==> src/rtl/alu_seq.sv <==
// alu_seq: handshaked, multi-cycle Game Boy ALU; wide ADD/ADC/INC/DEC chain one slice per cycle.
// Define ALU_SEQ_DAA_EN to enable DAA; otherwise DAA passes the accumulator through with no flag write.
module alu_seq #(
    parameter int DATA_W = 8,
    parameter int WORDS  = 2,
    parameter int BI_W   = $clog2(DATA_W)
) (
    input  logic                    clk,
    input  logic                    rst_n,
    input  logic                    start,
    output logic                    ready,
    input  logic [1:0]              op_class,
    input  logic [2:0]              op,
    input  logic                    wide,
    input  logic [BI_W-1:0]         bit_index,
    input  logic [DATA_W*WORDS-1:0] src_data,
    input  logic [DATA_W*WORDS-1:0] dest_data,
    input  logic [7:0]              flags_in,
    output logic [DATA_W*WORDS-1:0] res,
    output logic [7:0]              flags_res,
    output logic                    wr_en_flags,
    output logic                    done
);
    localparam int W  = DATA_W * WORDS;
    localparam int CW = WORDS > 1 ? $clog2(WORDS) : 1;

    typedef enum logic {IDLE, EXEC} state_t;
    state_t state, state_nx;

    logic [1:0]        q_cls;
    logic [2:0]        q_op;
    logic              q_wide;
    logic [BI_W-1:0]   q_bi;
    logic [W-1:0]      q_src, q_dest, work, work_nx;
    logic [3:0]        q_f;
    logic [CW-1:0]     cnt;
    logic              carry_q;
    logic              accept, last, wide_ok, use_sub;
    logic              fz, fn, fh, fc;
    logic [DATA_W-1:0] a, b, x, y, v, r, rot_r;
    logic [DATA_W:0]   add_r, sub_r;
    logic [4:0]        add_n, sub_n;
    logic              cy, cy_out, rot_c, z, n, h, c, wf;
    int unsigned       off;

    assign ready  = state == IDLE;
    assign accept = start && ready;
    assign {fz, fn, fh, fc} = q_f;

    always_ff @(posedge clk) begin
        if (!rst_n)
            state <= IDLE;
        else
            state <= state_nx;
    end

    always_comb begin
        state_nx = state == IDLE ? (start ? EXEC : IDLE) : (last ? IDLE : EXEC);
    end

    // Only ADD/ADC and INC/DEC may chain; every other wide request runs as a single slice.
    always_comb begin
        wide_ok = q_wide && ((q_cls == 2'b00 && q_op[2:1] == 2'b00) ||
                             (q_cls == 2'b11 && (q_op == 3'd3 || q_op == 3'd4)));
        last    = !wide_ok || cnt == CW'(WORDS - 1);
        off     = int'(cnt) * DATA_W;
        a       = q_dest[off +: DATA_W];
        b       = q_src[off +: DATA_W];
        x       = q_cls == 2'b11 ? b : a;
        y       = q_cls == 2'b11 ? '0 : b;
        use_sub = (q_cls == 2'b00 && (q_op == 3'd2 || q_op == 3'd3 || q_op == 3'd7)) ||
                  (q_cls == 2'b11 && q_op == 3'd4);
        cy      = cnt != '0 ? carry_q :
                  (q_cls == 2'b00 && (q_op == 3'd1 || q_op == 3'd3)) ? fc : q_cls == 2'b11;
        add_r   = {1'b0, x} + {1'b0, y} + (DATA_W+1)'(cy);
        sub_r   = {1'b0, x} - {1'b0, y} - (DATA_W+1)'(cy);
        add_n   = {1'b0, x[3:0]} + {1'b0, y[3:0]} + 5'(cy);
        sub_n   = {1'b0, x[3:0]} - {1'b0, y[3:0]} - 5'(cy);
        cy_out  = use_sub ? sub_r[DATA_W] : add_r[DATA_W];
        v       = q_cls == 2'b01 ? a : b;
        rot_r   = v;
        rot_c   = 1'b0;
        case (q_op)
            3'd0: {rot_c, rot_r} = {v[DATA_W-1], v[DATA_W-2:0], v[DATA_W-1]};
            3'd1: {rot_c, rot_r} = {v[0], v[0], v[DATA_W-1:1]};
            3'd2: {rot_c, rot_r} = {v[DATA_W-1], v[DATA_W-2:0], fc};
            3'd3: {rot_c, rot_r} = {v[0], fc, v[DATA_W-1:1]};
            3'd4: {rot_c, rot_r} = {v[DATA_W-1], v[DATA_W-2:0], 1'b0};
            3'd5: {rot_c, rot_r} = {v[0], v[DATA_W-1], v[DATA_W-1:1]};
            3'd6: {rot_c, rot_r} = {1'b0, v[DATA_W/2-1:0], v[DATA_W-1:DATA_W/2]};
            default: {rot_c, rot_r} = {v[0], 1'b0, v[DATA_W-1:1]};
        endcase
        r  = a;
        z  = fz;
        n  = fn;
        h  = fh;
        c  = fc;
        wf = 1'b1;
        case (q_cls)
            2'b00: case (q_op)
                3'd0, 3'd1: begin
                    r = add_r[DATA_W-1:0];
                    z = wide_ok ? fz : ~|r;
                    {n, h, c} = {1'b0, add_n[4], add_r[DATA_W]};
                end
                3'd2, 3'd3: begin
                    r = sub_r[DATA_W-1:0];
                    z = ~|r;
                    {n, h, c} = {1'b1, sub_n[4], sub_r[DATA_W]};
                end
                3'd4: begin
                    r = a & b;
                    z = ~|r;
                    {n, h, c} = 3'b010;
                end
                3'd5: begin
                    r = a ^ b;
                    z = ~|r;
                    {n, h, c} = 3'b000;
                end
                3'd6: begin
                    r = a | b;
                    z = ~|r;
                    {n, h, c} = 3'b000;
                end
                default: begin
                    z = ~|sub_r[DATA_W-1:0];
                    {n, h, c} = {1'b1, sub_n[4], sub_r[DATA_W]};
                end
            endcase
            2'b01: case (q_op)
                3'd0, 3'd1, 3'd2, 3'd3: begin
                    r = rot_r;
                    {z, n, h, c} = {3'b000, rot_c};
                end
`ifdef ALU_SEQ_DAA_EN
                3'd4: begin
                    r = fn ? a - (fh ? DATA_W'(8'h06) : '0) - (fc ? DATA_W'(8'h60) : '0)
                           : a + ((fh || a[3:0] > 4'd9) ? DATA_W'(8'h06) : '0)
                               + ((fc || a > DATA_W'(8'h99)) ? DATA_W'(8'h60) : '0);
                    c = fn ? fc : (fc || a > DATA_W'(8'h99));
                    z = ~|r;
                    h = 1'b0;
                end
`else
                3'd4: wf = 1'b0;
`endif
                3'd5: begin
                    r = ~a;
                    {n, h} = 2'b11;
                end
                3'd6: {n, h, c} = 3'b001;
                default: {n, h, c} = {2'b00, ~fc};
            endcase
            2'b10: begin
                r = rot_r;
                {z, n, h, c} = {~|rot_r, 2'b00, rot_c};
            end
            default: case (q_op)
                3'd0: begin
                    r = b;
                    {z, n, h} = {~b[q_bi], 2'b01};
                end
                3'd1: begin
                    r  = b & ~(DATA_W'(1) << q_bi);
                    wf = 1'b0;
                end
                3'd2: begin
                    r  = b | (DATA_W'(1) << q_bi);
                    wf = 1'b0;
                end
                3'd3: begin
                    r  = add_r[DATA_W-1:0];
                    wf = !wide_ok;
                    if (!wide_ok)
                        {z, n, h} = {~|r, 1'b0, add_n[4]};
                end
                3'd4: begin
                    r  = sub_r[DATA_W-1:0];
                    wf = !wide_ok;
                    if (!wide_ok)
                        {z, n, h} = {~|r, 1'b1, sub_n[4]};
                end
                default: begin
                    r  = b;
                    wf = 1'b0;
                end
            endcase
        endcase
        work_nx = work | (W'(r) << off);
    end

    always_ff @(posedge clk) begin
        if (!rst_n) begin
            cnt         <= '0;
            carry_q     <= 1'b0;
            work        <= '0;
            res         <= '0;
            flags_res   <= '0;
            done        <= 1'b0;
            wr_en_flags <= 1'b0;
            q_cls       <= '0;
            q_op        <= '0;
            q_wide      <= 1'b0;
            q_bi        <= '0;
            q_src       <= '0;
            q_dest      <= '0;
            q_f         <= '0;
        end else begin
            done        <= 1'b0;
            wr_en_flags <= 1'b0;
            if (accept) begin
                q_cls  <= op_class;
                q_op   <= op;
                q_wide <= wide;
                q_bi   <= bit_index;
                q_src  <= src_data;
                q_dest <= dest_data;
                q_f    <= flags_in[7:4];
                work   <= '0;
                cnt    <= '0;
            end else if (state == EXEC) begin
                carry_q <= cy_out;
                work    <= work_nx;
                cnt     <= last ? '0 : cnt + 1'b1;
                if (last) begin
                    res         <= work_nx;
                    flags_res   <= {z, n, h, c, 4'b0000};
                    wr_en_flags <= wf;
                    done        <= 1'b1;
                end
            end
        end
    end
endmodule

==> config.mk <==
export PLATFORM = sky130hd
export DESIGN_NAME = alu_seq
export DESIGN_NICKNAME = d
export VERILOG_FILES = /design/src/rtl/alu_seq.sv
export SDC_FILE = /design/constraint.sdc
export NUM_CORES = 1
export LEC_CHECK = 0
export CORE_MARGIN = 2
export CORE_UTILIZATION = 39
export CTS_CLUSTER_SIZE = 30
export DETAILED_ROUTE_END_ITERATION = 6
export GPL_TIMING_DRIVEN = 0
export PLACE_DENSITY = 0.56
export SLEW_MARGIN = 40
export SYNTH_ARGS = -nofsm -noshare
export SYNTH_HDL_FRONTEND = slang
export SYNTH_SLANG_ARGS = --single-unit
==> constraint.sdc <==
create_clock -name clk -period 5.1 [get_ports clk]
set_clock_uncertainty 0.1 [all_clocks]
set_input_delay 1.275 -clock clk [delete_from_list [all_inputs] [get_ports clk]]
set_output_delay 1.275 -clock clk [all_outputs]
set_load 0.02 [all_outputs]
==> results of run 1 <==
==> layer usage <==
layer / up-vias / part of all wire [%] / wire, microns / global-route usage (%)
met5: - / 0 / 0 / 0
li1: 3389 / - / - / -
met2: 370 / 43 / 11700 / 44.1
met1: 3330 / 44 / 12100 / 41.4
met4: 0 / 4.3 / 1170 / 14.5
met3: 72 / 8.0 / 2160 / 5.56
==> final timing paths <==
kind	startpoint	to	slack [ns]	cells after the start
setup reg to reg	cnt$_SDFFE_PP0P_	res[4]$_SDFFE_PN0P_	0.17	16
setup / recovery	cnt$_SDFFE_PP0P_	res[4]$_SDFFE_PN0P_	0.17	16
hold / removal	work[14]$_SDFFE_PP0P_	work[14]$_SDFFE_PP0P_	0.35	2
hold reg to reg	work[14]$_SDFFE_PP0P_	work[14]$_SDFFE_PP0P_	0.35	2
==> kinds of logic after synthesis <==
group,synth area share (%)
AO/OA/AOI/OAI,28.2
XOR/XNOR,2.54
other,0.0549
adder cells (fa/ha/maj),7.58
AND/OR/NAND/NOR,20.4
flip-flops,25.2
multiplexers,8.97
buffers and inverters,7.10
==> sequential cells by signal (all words and copies together) (netlist names) <==
register	cells
carry_q	1
work	16
flags_res	4
q_src	16
state	1
q_op	3
q_f	4
q_bi	3
q_dest	16
q_cls	2
wr_en_flags	1
done	1
res	16
cnt	1
q_wide	1
==> what timing repair did <==
action	in CTS	in global routing
setup endpoints to repair	0	15
gates resized for setup	0	10
buffers inserted	0	0
hold buffers	0	0
hold endpoints to repair	0	0
==> report_power, final <==
| group | internal, mW | total [mW] | switching, mW |
|---|---|---|---|
| clock | 0.333 | 0.619 | 0.286 |
| combinational | 0.285 | 0.765 | 0.480 |
| sequential | 0.714 | 0.746 | 0.0326 |
| total | 1.33 | 2.13 | 0.799 |
==> final cells by class <==
type                            count  area, sq um  share of cell area [%]
Clock inverter                      6         45.0                   0.553
Sequential cell                    86         1720                    21.1
Multi-Input combinational cell    703         4680                    57.5
Buffer                             70          310                    3.81
Timing Repair Buffer               70          701                    8.60
Clock buffer                       10          229                    2.81
Tap cell                          225          282                    3.45
Inverter                           47          179                    2.20
==> worst max-delay path, stage by stage, from the launching register on <==
cell and delay (ns):
dfxtp_1 0.34, buf_6 0.18, buf_12 0.19, mux2i_2 0.53, inv_1 0.25, o21ai_0 0.38
ha_1 0.35, inv_1 0.11, ha_1 0.32, a21boi_0 0.19, nor2_1 0.21, xor2_1 0.39
mux2i_1 0.16, o21ai_0 0.38, nand3_1 0.28, a31oi_1 0.30, a21oi_1 0.11
==> placed cells by master, fill, tap and decap left out, types with 35 or more instances in the layout <==
cell type and instances:
a21boi_0 46, a21oi_1 63, clkbuf_1 52, clkdlybuf4s50_1 70, dfxtp_1 86, ha_1 35, inv_1 36, nand2_1 160
nor2_1 50, o21ai_0 64
==> results.md, run 1 <==
STA:
- The worst max-slew margin expressed relative to the limit is about 45%.
- The shortest clock period the worst path allows after layout is about 5 ns.
- The count of pins over their slew limit is 0.
- Setup repair after global routing left no endpoint under its margin.
- Of the available clock period, the critical path in the final layout requires ~97%.
- Setup slack closes at about 0.17 ns.
- The worst hold slack is 0.353 ns.
- For the pin with the worst max-slew slack, the measured transition is ~0.8 ns.
- Summed over all failing endpoints, the final setup total negative slack is 0 ns.
- Static timing analysis puts the maximum clock frequency at 0.203 GHz.
- The count of endpoints failing setup in the final report is 0.
- The number of hold-slack violations in the final timing report came to 0.

CTS:
- The buffer cell driving the clock tree root is clkbuf_16.
- For the worst-skew pair, the clock arrives at the later sink with an insertion delay of 0.35 ns.
- The H-tree depth reported by CTS is 3.
- The clock passes through at most 2 buffers.
- The number of clock sinks is between 80 and 90.
- Buffers inserted during clock tree synthesis total 9.
- TritonCTS built the clock tree.
- Clock-pin slew was measured on the worst setup and hold paths at 0.07 ns.

Layout:
- The count of cells in the finished layout, fillers not included, comes to 1217.
- The area overhead of the layout relative to synthesis is 19.2%.
- In the final layout, the share of cells above drive strength 1 is around 7.9%.
- The number of antenna diodes in the final layout is 0.
- The core occupancy in the finished layout is approximately 47%.
- The layout has 1824 filler cells.
- The number of nets in the finished design is between 1k and 1.5k.
- With fillers left out, the area of the finished cells amounts to 8150 sq um.

Synthesis:
- In the post-synthesis netlist, the cell with the most instances is nand2_1.
- Counting flops and latches in the post-synthesis netlist gives 86.
- The post-synthesis sequential area ratio is 25.2%.
- The fraction of post-synthesis cell area in the top cell type by area is 25.2%.
- The area of the mapped netlist is about 6800 sq um.
- Dividing the synthesized area by the synthesized cell count gives between 7 and 8 sq um.
- The number of different library cells used by synthesis comes to between 80 and 90.
- The biggest area consumer among synthesized cells is dfxtp_1.
- Synthesis produced 903 cells.
- Counting flops with an async set or reset pin after synthesis yields a share of 0%.
- Counting instances in the post-synthesis netlist gives the leading cell types as nand2_1 (160), dfxtp_1 (86), o21ai_0 (65).
- The top flip-flop cell by instance count after synthesis is dfxtp_1.
- The count of flip-flops with a built-in enable after synthesis is 0.
- After synthesis, the cell types taking the most area are dfxtp_1 (25%), nand2_1 (8.8%), ha_1 (6.4%).
- The count of yosys warnings during synthesis is 0.

Worst setup path:
- STA classifies the critical path startpoint as a flop.
- The kind of end point of the critical path is a flop.
- In this run the worst path has a maximum fanout of 10.
- The critical path is of the reg2reg type.
- The data required time at the worst endpoint is approximately 5.2 ns.
- The data arrival at the endpoint of the critical path is between 5 and 6 ns.

Floorplanning:
- The die boundary width is around 140 microns.
- The count of pins on the block boundary is about 80.
- In this run the standard cell core region covers 17200 sq um.
- The starting density of the core is roughly two fifths.
- The area enclosed by the die boundary is 18600 sq um.
- After floorplanning, the core was divided into 48 placement rows.
- The die height is approximately 140 microns.

Power and ir drop:
- The peak supply drop is between 0.15 and 0.2 mV.
- Summing internal, switching and leakage power gives between 2 and 2.5 mW.
- In this run the power density over the cells is between 200 and 300 nW/um^2.
- Summed over all cells, the static leakage comes to about 3.2 nW.

Placement:
- The count of input and output buffers is 70.
- Summed over all nets, the half-perimeter wirelength after detailed placement is 21.1 mm.
- The placement-stage worst setup slack is roughly 0.035 ns.
- Routability-driven placement finished with a final weighted congestion of 1.05.
- Once placement finished, the instance area stood at around 8000 sq um.
- The number of placed instances, taps included, is approximately 1.2k.

Routing:
- The final routed wirelength across all metal layers is between 20 and 30 mm.
- The total iterations of the first detailed-routing run is 6.
- The DRC violation total after the first TritonRoute iteration is between 700 and 800.
- The detail route stage leaves a number of antenna-violating nets equal to 0.
- The remaining design rule violation count is 0.
- The wire length per cell after detailed routing is ~22 microns.
- Across all layers, the routed design uses 7161 vias.
- The via-per-instance ratio is approximately 5.9.

Global route:
- The total routing usage reported by global routing is 29.8%.
- The number of global-route vias before repair is between 6k and 7k.
- The initial antenna violation count is 0.
- After global routing the overflow that remains totals 0.
- The first-pass GRT wire length is ~41 mm.
- The pin count of the biggest net entering global routing is 16.

Min path:
- The path class of the tightest hold or removal check is reg2reg.

Run:
- Max-cap violations in this run came to 0.

Run status:
- The run finished with clean final reports.
No activity file was read; power rests on OpenSTA's default activity.
==> inputs of run 2 (changes only) <==
PLACE_DENSITY = 0.61   (was 0.56)
==> run 2 against run 1 <==
Against the previous run:
- design area is 0.69% higher
- global-route usage is 1.0 points lower
- combinational power hardly changed
- flip-flop and latch count stayed put
- cell count stayed put
- critical endpoint unchanged
- highest routed layer unchanged
==> results.md, run 2 (synthesized netlist as in run 1, its figures left out) <==
Floorplanning:
- The count of pins on the block boundary is 79 (unchanged).
- The area enclosed by the die boundary is 18600 sq um (unchanged).
- The die boundary width is 136 microns (unchanged).
- The die height is 136 microns (unchanged).
- The row count is 48 (unchanged).
- The area of the core came to 17200 sq um (unchanged).
- The starting density of the core came to 39.7% (unchanged).

STA:
- The ratio of final minimum period to clock period came to 94.8% (-1.9 points).
- The worst max-slew margin expressed relative to the limit came to 46.0% (+1.3 points).
- The count of endpoints failing setup in the final report is 0 (unchanged).
- The final critical-path setup slack is 0.266 ns (+0.0976 ns).
- The measured slew at the worst slew-check pin was 0.794 ns (-0.0185 ns).
- Setup repair after global routing left no endpoint under its margin.
- The maximum achievable frequency is 0.207 GHz (+2.0%).
- The count of pins over their slew limit is 0 (unchanged).
- The worst hold slack is 0.363 ns (+0.00960 ns).
- The number of hold-slack violations in the final timing report is 0 (unchanged).
- The shortest clock period the worst path allows after layout was 4.83 ns (-0.0976 ns).

Worst setup path:
- The worst setup path is captured at a flop.
- The kind of critical path is reg2reg.
- The maximum fanout along the worst path is 10 (unchanged).
- The data required time at the worst endpoint is 5.22 ns (about the same).
- The data arrival at the endpoint of the critical path was 4.96 ns (-0.08 ns).
- The kind of launch point of the worst setup path is a flop.

Layout:
- The top cell types in the final layout, fill and taps aside, are nand2_1 (159), dfxtp_1 (86), clkdlybuf4s50_1 (70), o21ai_0 (65), a21oi_1 (63).
- The core occupancy in the finished layout was 47.6% (+0.33 points).
- The proportion of layout cells with a drive suffix above 1 is 8.27% (+0.40 points).
- Compared with the post-synthesis result, the final layout area differs by 20.1%.
- The filler-free cell count of the finished design was 1217 (unchanged).
- The commonest non-fill, non-tap cell in the layout is nand2_1.
- The sequential cell area in the final layout is 1720 sq um (unchanged).
- The count of fill cells added during filler insertion is 1761 (-3.5%).
- The multi-input combinational cell area was 4710 sq um (+0.48%).
- The number of diodes is 0 (unchanged).
- The final cell area excluding filler cells was 8210 sq um (+0.69%).
- The number of nets in the finished design is 1078 (unchanged).

Placement:
- The area of placed instances is 7840 sq um (about the same).
- The count of placed standard cells including taps is 1201 (unchanged).
- The final weighted congestion in routability-driven placement was 1.06 (+1.4%).
- The count of input and output buffers came to 70 (unchanged).
- The placement-stage worst setup slack came to -0.0196 ns (-0.0544 ns).
- The total half-perimeter wirelength after legalization and detailed placement is 20.4 mm (-3.3%).

Power and ir drop:
- The standby leakage power is 3.19 nW (+1.0%).
- The peak supply drop was 0.216 mV (+33%).
- The ratio of total power to cell area is 267 nW/um^2 (+2.3%).

Run:
- The number of violations of the max-capacitance limit is 0 (unchanged).

CTS:
- The number of clock sinks was 86 (unchanged).
- The register clock-pin slew on the reported worst setup and hold paths is 0.07 ns (about the same).
- The number of buffers created by CTS is 9 (unchanged).
- The buffer cell driving the clock tree root is clkbuf_16.
- The number of buffers inserted by post-CTS setup repair was 0 (unchanged).
- The H-tree depth reported by CTS was 3 (unchanged).
- The largest buffer count on any clock path is 2 (unchanged).
- The insertion delay to the later sink of the worst-skew pair is 0.35 ns (about the same).
- The TritonCTS clock tree is built.

Routing:
- The post-route antenna net violation count is 0 (unchanged).
- The DRC violation total after the first TritonRoute iteration is 925 (+24%).
- The final routed wirelength across all metal layers is 26.4 mm (-2.8%).
- The wire length per cell after detailed routing is 21.7 microns (-2.8%).
- The via-per-instance ratio is 6.02 (+2.3%).
- The total iterations of the first detailed-routing run is 6 (unchanged).
- The total via count after detailed routing came to 7328 (+2.3%).
- The remaining design rule violation count is 0 (unchanged).

Global route:
- The residual overflow from global routing is 0 (unchanged).
- The number of global-route vias before repair is 6885 (-0.17%).
- The initial antenna violation count is 0 (unchanged).
- The pin count of the biggest net entering global routing is 16 (unchanged).
- The total routing usage reported by global routing is 28.8% (-1.0 points).
- The first-pass GRT wire length is 40.2 mm (-2.7%).

Run status:
- The run finished with clean final reports.

Min path:
- The type of the worst min-delay path is reg2reg.
-- run 2: what timing repair did --
action	in CTS	in global routing
hold buffers	0	0
endpoints found under the setup margin	3	18
gates resized for setup	2	12
pin swaps	0	0
-- run 2: worst max-delay path, cell delays in order, from the launching register on --
cell	delay (ns)
dfxtp_1	0.55
and2_1	0.18
clkbuf_1	0.41
clkbuf_2	0.38
a31oi_1	0.08
o21a_1	0.26
inv_1	0.10
fa_1	0.22
inv_1	0.07
fa_1	0.41
nor3_1	0.30
nor3_2	0.17
xnor2_1	0.27
mux2i_1	0.16
o21ai_0	0.39
nand3_1	0.29
a31oi_1	0.27
a21oi_1	0.09
-- run 2: area by class of cell --
type	instances	share of cell area [%]
Multi-Input combinational cell	703	57.3
Sequential cell	86	21.0
Timing Repair Buffer	70	8.54
Buffer	70	3.80
Tap cell	225	3.43
Clock buffer	10	2.91
Inverter	47	2.18
Clock inverter	6	0.823
-- run 2: path summary, 6_finish.rpt --
check	from	end	slack (ns)	depth (start not counted)
max	q_cls[1]$_SDFFE_PN0P_	res[4]$_SDFFE_PN0P_	0.27	17
min	work[15]$_SDFFE_PP0P_	work[15]$_SDFFE_PP0P_	0.36	2
max reg2reg	q_cls[1]$_SDFFE_PN0P_	res[4]$_SDFFE_PN0P_	0.27	17
min reg2reg	work[15]$_SDFFE_PP0P_	work[15]$_SDFFE_PP0P_	0.36	2
-- run 2: power by group --
| group | switching [mW] | internal (mW) | total, mW |
|---|---|---|---|
| Clock | 0.285 | 0.395 | 0.680 |
| Sequential | 0.0343 | 0.714 | 0.748 |
| Combinational | 0.479 | 0.287 | 0.765 |
-- run 2: layer usage --
layer	GRT usage, %	up-vias	part of all wire, %
li1	-	3395	-
met1	38.2	3386	42
met2	42.8	443	43
met3	7.38	104	10
met4	14.9	0	5.3
met5	0	-	0
-- run 2: per-stage QoR --
| stage | power, mW | setup TNS (ns) |
|---|---|---|
| 6_report | 2.19 | 0 |
| 5_1_grt | 2.28 | 0 |
| 4_1_cts | 2.18 | 0 |
| 3_5_place_dp | 1.49 | -0.0196 |
| 3_3_place_gp | 1.49 | -0.0381 |
| 2_1_floorplan | 1.23 | 0 |
==> inputs of run 3 (changes only) <==
CTS_CLUSTER_SIZE = not set   (was 30)
==> results of run 3 <==
Same layout as run 2: the final DEF is identical, and so are final timing and power.
